File: src/rtl/vram_arb_pkg.sv
// Shared types and constants for the VRAM arbiter slice.
// Latency: n/a (declarations only).
// Backpressure: n/a.
package vram_arb_pkg;

    localparam int VRAM_A    = 12;   // RAM address width (4 KiB)
    localparam int VRAM_D    = 8;    // data width
    localparam int VRAM_LENW = 8;    // DMA length field; 0 encodes 2^LENW bytes

    typedef enum logic [1:0] {
        ARB_IDLE = 2'd0,
        ARB_CPU  = 2'd1,
        ARB_DMA  = 2'd2
    } arb_state_t;

    localparam logic RW_READ  = 1'b1;
    localparam logic RW_WRITE = 1'b0;

endpackage

File: src/rtl/dma_addr_gen.sv
// DMA burst address generator: latches base/length, steps a byte offset, flags the final byte.
// Latency: addr/last are combinational from registered state; load/step take effect next cycle.
// Backpressure: none; the arbiter steps it only when a DMA slot is actually issued.
module dma_addr_gen #(
    parameter int A    = 12,
    parameter int LENW = 8
) (
    input  logic            clk,
    input  logic            reset,
    input  logic            load,
    input  logic [A-1:0]    base,
    input  logic [LENW-1:0] len,
    input  logic            step,
    output logic [A-1:0]    addr,
    output logic            last
);

    logic [A-1:0]    base_q;
    logic [LENW-1:0] last_off;   // len-1; a zero length wraps to all-ones, i.e. 2^LENW bytes
    logic [LENW-1:0] offset;

    // Latch burst parameters on accept, advance the offset once per issued byte
    always_ff @(posedge clk or negedge reset) begin
        if (!reset) begin
            base_q   <= '0;
            last_off <= '0;
            offset   <= '0;
        end else if (load) begin
            base_q   <= base;
            last_off <= len - LENW'(1);
            offset   <= '0;
        end else if (step) begin
            offset   <= offset + LENW'(1);
        end
    end

    // Address wraps silently at the top of the RAM through natural truncation
    assign addr = base_q + A'(offset);
    assign last = (offset == last_off);

endmodule

File: src/rtl/vram_arbiter.sv
// Arbitrates the single async VRAM between the CPU port and a video DMA burst reader.
// Latency: CPU req->gnt 1 cycle, req->read data 2 cycles; DMA one byte per cycle, data one cycle after its slot.
// Backpressure: CPU holds cpu_req until cpu_gnt; dma_start is ignored while dma_busy. Optional VRAM_ARB_CPU_PREEMPT_EN lets the CPU cut into a burst.
module vram_arbiter
    import vram_arb_pkg::*;
#(
    parameter int A    = VRAM_A,
    parameter int D    = VRAM_D,
    parameter int LENW = VRAM_LENW
) (
    input  logic            clk,
    input  logic            reset,
    input  logic            cpu_req,
    input  logic            cpu_rw,
    input  logic [A-1:0]    cpu_addr,
    input  logic [D-1:0]    cpu_di,
    output logic            cpu_gnt,
    output logic [D-1:0]    cpu_do,
    output logic            cpu_valid,
    input  logic            dma_start,
    input  logic [A-1:0]    dma_base,
    input  logic [LENW-1:0] dma_len,
    output logic            dma_busy,
    output logic [D-1:0]    dma_data,
    output logic            dma_valid,
    output logic            dma_done,
    output logic            ram_cs,
    output logic            ram_rw,
    output logic [A-1:0]    ram_addr,
    output logic [D-1:0]    ram_di,
    input  logic [D-1:0]    ram_do
);

    arb_state_t     state;
    logic           slot_last;   // the DMA slot now on the bus carries the final burst byte
    logic           start_acc;
    logic           issue_dma;
    logic           issue_cpu;
    logic [A-1:0]   gen_addr;
    logic           gen_last;

    assign start_acc = dma_start && !dma_busy;

    dma_addr_gen #(
        .A    (A),
        .LENW (LENW)
    ) u_addr_gen (
        .clk   (clk),
        .reset (reset),
        .load  (start_acc),
        .base  (dma_base),
        .len   (dma_len),
        .step  (issue_dma),
        .addr  (gen_addr),
        .last  (gen_last)
    );

    // Pick the owner of the next slot; a burst being accepted this cycle already beats the CPU
    always_comb begin
        issue_dma = 1'b0;
        issue_cpu = 1'b0;
        case (state)
            ARB_IDLE: begin
                if (dma_busy)
                    issue_dma = 1'b1;
                else if (cpu_req && !start_acc)
                    issue_cpu = 1'b1;
            end
            ARB_CPU: begin
`ifdef VRAM_ARB_CPU_PREEMPT_EN
                // an interrupted burst resumes straight after the inserted CPU slot
                if (dma_busy)
                    issue_dma = 1'b1;
`endif
            end
            ARB_DMA: begin
                if (!slot_last) begin
`ifdef VRAM_ARB_CPU_PREEMPT_EN
                    if (cpu_req)
                        issue_cpu = 1'b1;
                    else
                        issue_dma = 1'b1;
`else
                    issue_dma = 1'b1;
`endif
                end
            end
            default: ;
        endcase
    end

    // Arbiter FSM: registered RAM controls, result capture and handshake pulses
    always_ff @(posedge clk or negedge reset) begin
        if (!reset) begin
            state     <= ARB_IDLE;
            slot_last <= 1'b0;
            cpu_gnt   <= 1'b0;
            cpu_do    <= '0;
            cpu_valid <= 1'b0;
            dma_busy  <= 1'b0;
            dma_data  <= '0;
            dma_valid <= 1'b0;
            dma_done  <= 1'b0;
            ram_cs    <= 1'b0;
            ram_rw    <= RW_WRITE;
            ram_addr  <= '0;
            ram_di    <= '0;
        end else begin
            cpu_gnt   <= 1'b0;
            cpu_valid <= 1'b0;
            dma_valid <= 1'b0;
            dma_done  <= 1'b0;
            ram_cs    <= 1'b0;

            // results of the slot that ends at this edge
            if (state == ARB_CPU && ram_rw == RW_READ) begin
                cpu_do    <= ram_do;
                cpu_valid <= 1'b1;
            end
            if (state == ARB_DMA) begin
                dma_data  <= ram_do;
                dma_valid <= 1'b1;
                if (slot_last) begin
                    dma_done <= 1'b1;
                    dma_busy <= 1'b0;
                end
            end

            if (start_acc)
                dma_busy <= 1'b1;

            // next slot
            if (issue_dma) begin
                state     <= ARB_DMA;
                ram_cs    <= 1'b1;
                ram_rw    <= RW_READ;
                ram_addr  <= gen_addr;
                slot_last <= gen_last;
            end else if (issue_cpu) begin
                state     <= ARB_CPU;
                ram_cs    <= 1'b1;
                ram_rw    <= cpu_rw;
                ram_addr  <= cpu_addr;
                ram_di    <= cpu_di;
                cpu_gnt   <= 1'b1;
            end else begin
                state     <= ARB_IDLE;
            end
        end
    end

endmodule

File: config.mk
export PLATFORM = sky130hd
export DESIGN_NAME = vram_arbiter
export DESIGN_NICKNAME = d
export VERILOG_FILES = /design/src/rtl/vram_arb_pkg.sv /design/src/rtl/dma_addr_gen.sv /design/src/rtl/vram_arbiter.sv
export SDC_FILE = /design/constraint.sdc
export NUM_CORES = 1
export LEC_CHECK = 0
export CAP_MARGIN = 20
export CORE_MARGIN = 2
export CORE_UTILIZATION = 35
export DETAILED_ROUTE_END_ITERATION = 16
export PLACE_DENSITY_LB_ADDON = 0.15
export RECOVER_POWER = 100
export SLEW_MARGIN = 20
export SYNTH_ARGS = -nofsm -noshare
export SYNTH_HDL_FRONTEND = slang
export SYNTH_SLANG_ARGS = --single-unit
File: constraint.sdc
create_clock -name clk -period 4.6 [get_ports clk]
set_input_delay 1.15 -clock clk [delete_from_list [all_inputs] [get_ports clk]]
set_output_delay 1.15 -clock clk [all_outputs]
set_load 0.02 [all_outputs]
==> impl_metrics.json <==
{
  "status": "finished, violations left",
  "violations": "capacitance limit, slew limit",
  "yosysUniqueCellTypes": 51,
  "num_antenna_cells": 0,
  "num_rows": 36,
  "hold_viol_final": 0,
  "htree_levels": 3,
  "cts.path.max_buffers": 2,
  "slew-limit-headroom_pct": -18.6,
  "reg2reg_depth": 6,
  "crit_required_ns": 4.78,
  "design_area_um2": 4710,
  "worst-setup-path-type": "in -> reg",
  "tightest_slew_ns": 1.78,
  "critPathMaxStageDelay_ns": 0.65,
  "worst_setup_path_end_kind": "register",
  "drt_iter0_markers": 72,
  "fin_crit_ns": 3.22,
  "cp_data_arrival_time_ns": 3.40,
  "first_global_vias": 2625,
  "finalSetupTns_ns": 0,
  "synth_cells": 349,
  "rsz0062_at_grt": "false",
  "yosysWarnings": 0,
  "setup_viol": 0,
  "grt.met2_usage_pct": 24.5,
  "gp_congestion": 0.782,
  "power_density_nw_per_um2": 615,
  "crit_chain": "dlygate4sd3_1 > nand2b_1 > nor4_4 > nor2_1 > a221oi_2 > o21ai_0",
  "drive_gt1_share_pct": 5.57,
  "worst_hold_path.num_cells": 2,
  "nets": 508,
  "antenna_found_initial": 0,
  "root_buffer": "clkbuf_8",
  "crit_path_start_kind": "input port",
  "cts_tree": "yes",
  "path_clk_slew_ns": 0.07,
  "r2r_slack_ns": 1.99,
  "core_area_um2": 9680,
  "viasPerCell": 4.67,
  "synth_edf_count": 0,
  "cts_buffers": 9,
  "dieWidth_um": 103,
  "ir_drop_v": 0.000206,
  "cts_resized": 0,
  "cap_violations": 1,
  "drc": 0,
  "syn2layout_area_growth_pct": 36.6,
  "top_usage_layer": "met2",
  "n_fill_cell": 947,
  "syn_avg_cell_area_um2": 9.88,
  "vias": 2716,
  "synth_common_cells": "nand2_1 (102), dfrtp_1 (73), o21ai_0 (18), nor2_1 (15), xnor2_1 (14)",
  "portBuffers": 95,
  "whs_endpoint": "cpu_do[7]",
  "synth_area_um2": 3450,
  "fin_skew_ns": 0.00805,
  "dpl_cell_area_um2": 4500,
  "wl_per_cell_um": 13.5,
  "synth_top_cell_by_area": "dfrtp_1",
  "die_y_um": 103,
  "synth.top_cell.area_share_pct": 53.0,
  "clock_sinks": 73,
  "dp_hpwl_mm": 5.73,
  "die_area_um2": 10700,
  "max_freq_mhz": 310,
  "final_max_slew_viol_count": 74,
  "grtUsageMet1_pct": 21.2,
  "routed_wl_mm": 7.84,
  "clock_latency_ns": 0.34,
  "leakage_nw": 2.09,
  "hold_start": "cpu_do[7]",
  "r2r_start": "dma_busy",
  "syn_nets": 413,
  "grt_pass1_wl_mm": 12.8,
  "ys_seq_area_share_pct": 53.0,
  "grt_usage_pct": 15.6,
  "overflow": 0,
  "yosysMostFrequentCell": "nand2_1",
  "crit_path_max_fanout": 16,
  "async_flop_share_pct": 100,
  "synth.area.top_cells": "dfrtp_1 (53%), nand2_1 (11%), ha_1 (3.6%)",
  "fin_hold_ws_ns": 0.468,
  "postRouteAntennaNets": 0,
  "start_util_pct": 35.6,
  "grt_max_degree": 74,
  "grtUsageMet3_pct": 3.36,
  "ys_ff_latch": 73,
  "fin_crit_sh_pct": 70.1,
  "dr.pass1.iters": 4,
  "cp_slowest_cell": "nor4_4",
  "ys.flop_type": "dfrtp_1",
  "rr_endpoint": "ram_addr[9]",
  "io_pins": 96,
  "postCtsHoldBufs": 0,
  "postCtsSetupBuffers": 0,
  "worstHoldPathType": "reg -> reg"
}
==> layout make-up <==
type | instances | area [um^2] | share of cell area (%)
flip-flops and latches | 73 | 1830 | 38.8
multi-input cells | 252 | 1500 | 31.7
repair buffers | 96 | 950 | 20.2
well taps | 133 | 166 | 3.53
clock buffers | 12 | 145 | 3.08
clock inverters | 4 | 76.3 | 1.62
inverters | 12 | 50.0 | 1.06
==> flip-flops by register name, indices dropped and copies added (netlist names), 2 cells and up <==
register and count:
cpu_do 8, dma_data 8, ram_addr 12, ram_di 8
state 2, u_addr_gen.base_q 12, u_addr_gen.last_off 8, u_addr_gen.offset 8
==> critical path, delay by kind of cell <==
family,cells,cell delay [ns]
buffers and inverters,1,0.56
AND/OR/NAND/NOR,3,1.28
AO/OA/AOI/OAI,2,0.41
==> worst max-delay path by stage <==
| stage | from | to | cells after the start |
|---|---|---|---|
| 3_5_place_dp | dma_start | ram_addr[9] | 6 |
| 4_1_cts | dma_start | ram_addr[9] | 6 |
| 2_1_floorplan | dma_start | ram_di[0] | 4 |
| 3_3_place_gp | dma_start | ram_di[4] | 5 |
| 5_1_grt | dma_start | ram_addr[9] | 6 |
| 6_report | dma_start | ram_addr[11] | 6 |
==> metal layers <==
| metal | vias up | share of wire (%) |
|---|---|---|
| met5 | - | 0 |
| met1 | 1270 | 48 |
| met3 | 11 | 5.0 |
| met4 | 0 | 1.6 |
| met2 | 65 | 46 |
| li1 | 1370 | - |
==> logic make-up after synthesis <==
family | count (synthesis) | synth area share (%)
AND/OR/NAND/NOR | 145 | 18.2
flip-flops | 73 | 53.0
AO/OA/AOI/OAI | 60 | 11.3
XOR/XNOR | 27 | 6.86
buffers and inverters | 24 | 3.59
adder cells (fa/ha/maj) | 11 | 4.21
multiplexers | 9 | 2.90
==> report_power, final <==
part,switching (W),leakage (nW),internal [W]
clock,0.000237,0.107,0.000322
sequential,0.000186,0.881,0.000902
combinational,0.000688,1.10,0.000562
total,0.00111,2.09,0.00179
==> cells in the final DEF, fill, tap and decap left out, types with 4 or more instances in the layout <==
master and n:
dfrtp_1 73, nor3_1 4, nand4_1 4, o21ai_0 24
dlygate4sd3_1 44, a21oi_1 7, nand3_1 4, clkdlybuf4s50_1 50
mux2_2 7, inv_1 9, ha_1 10, xor2_1 13
a22oi_1 9, clkbuf_8 10, nor2_1 16, nand2_1 102
xnor2_1 14
==> through the flow <==
stage          setup slack (ns)  util (%)  cells  power, W
6_report                   1.38      48.6    582   0.00290
5_1_grt                    1.14      48.6    582   0.00312
4_1_cts                    1.61      48.7    582   0.00301
3_5_place_dp               1.24      46.4    566   0.00244
3_3_place_gp               1.37      46.4    566   0.00241
2_1_floorplan              2.29         -    349   0.00193
(Power assumes the default switching activity.)
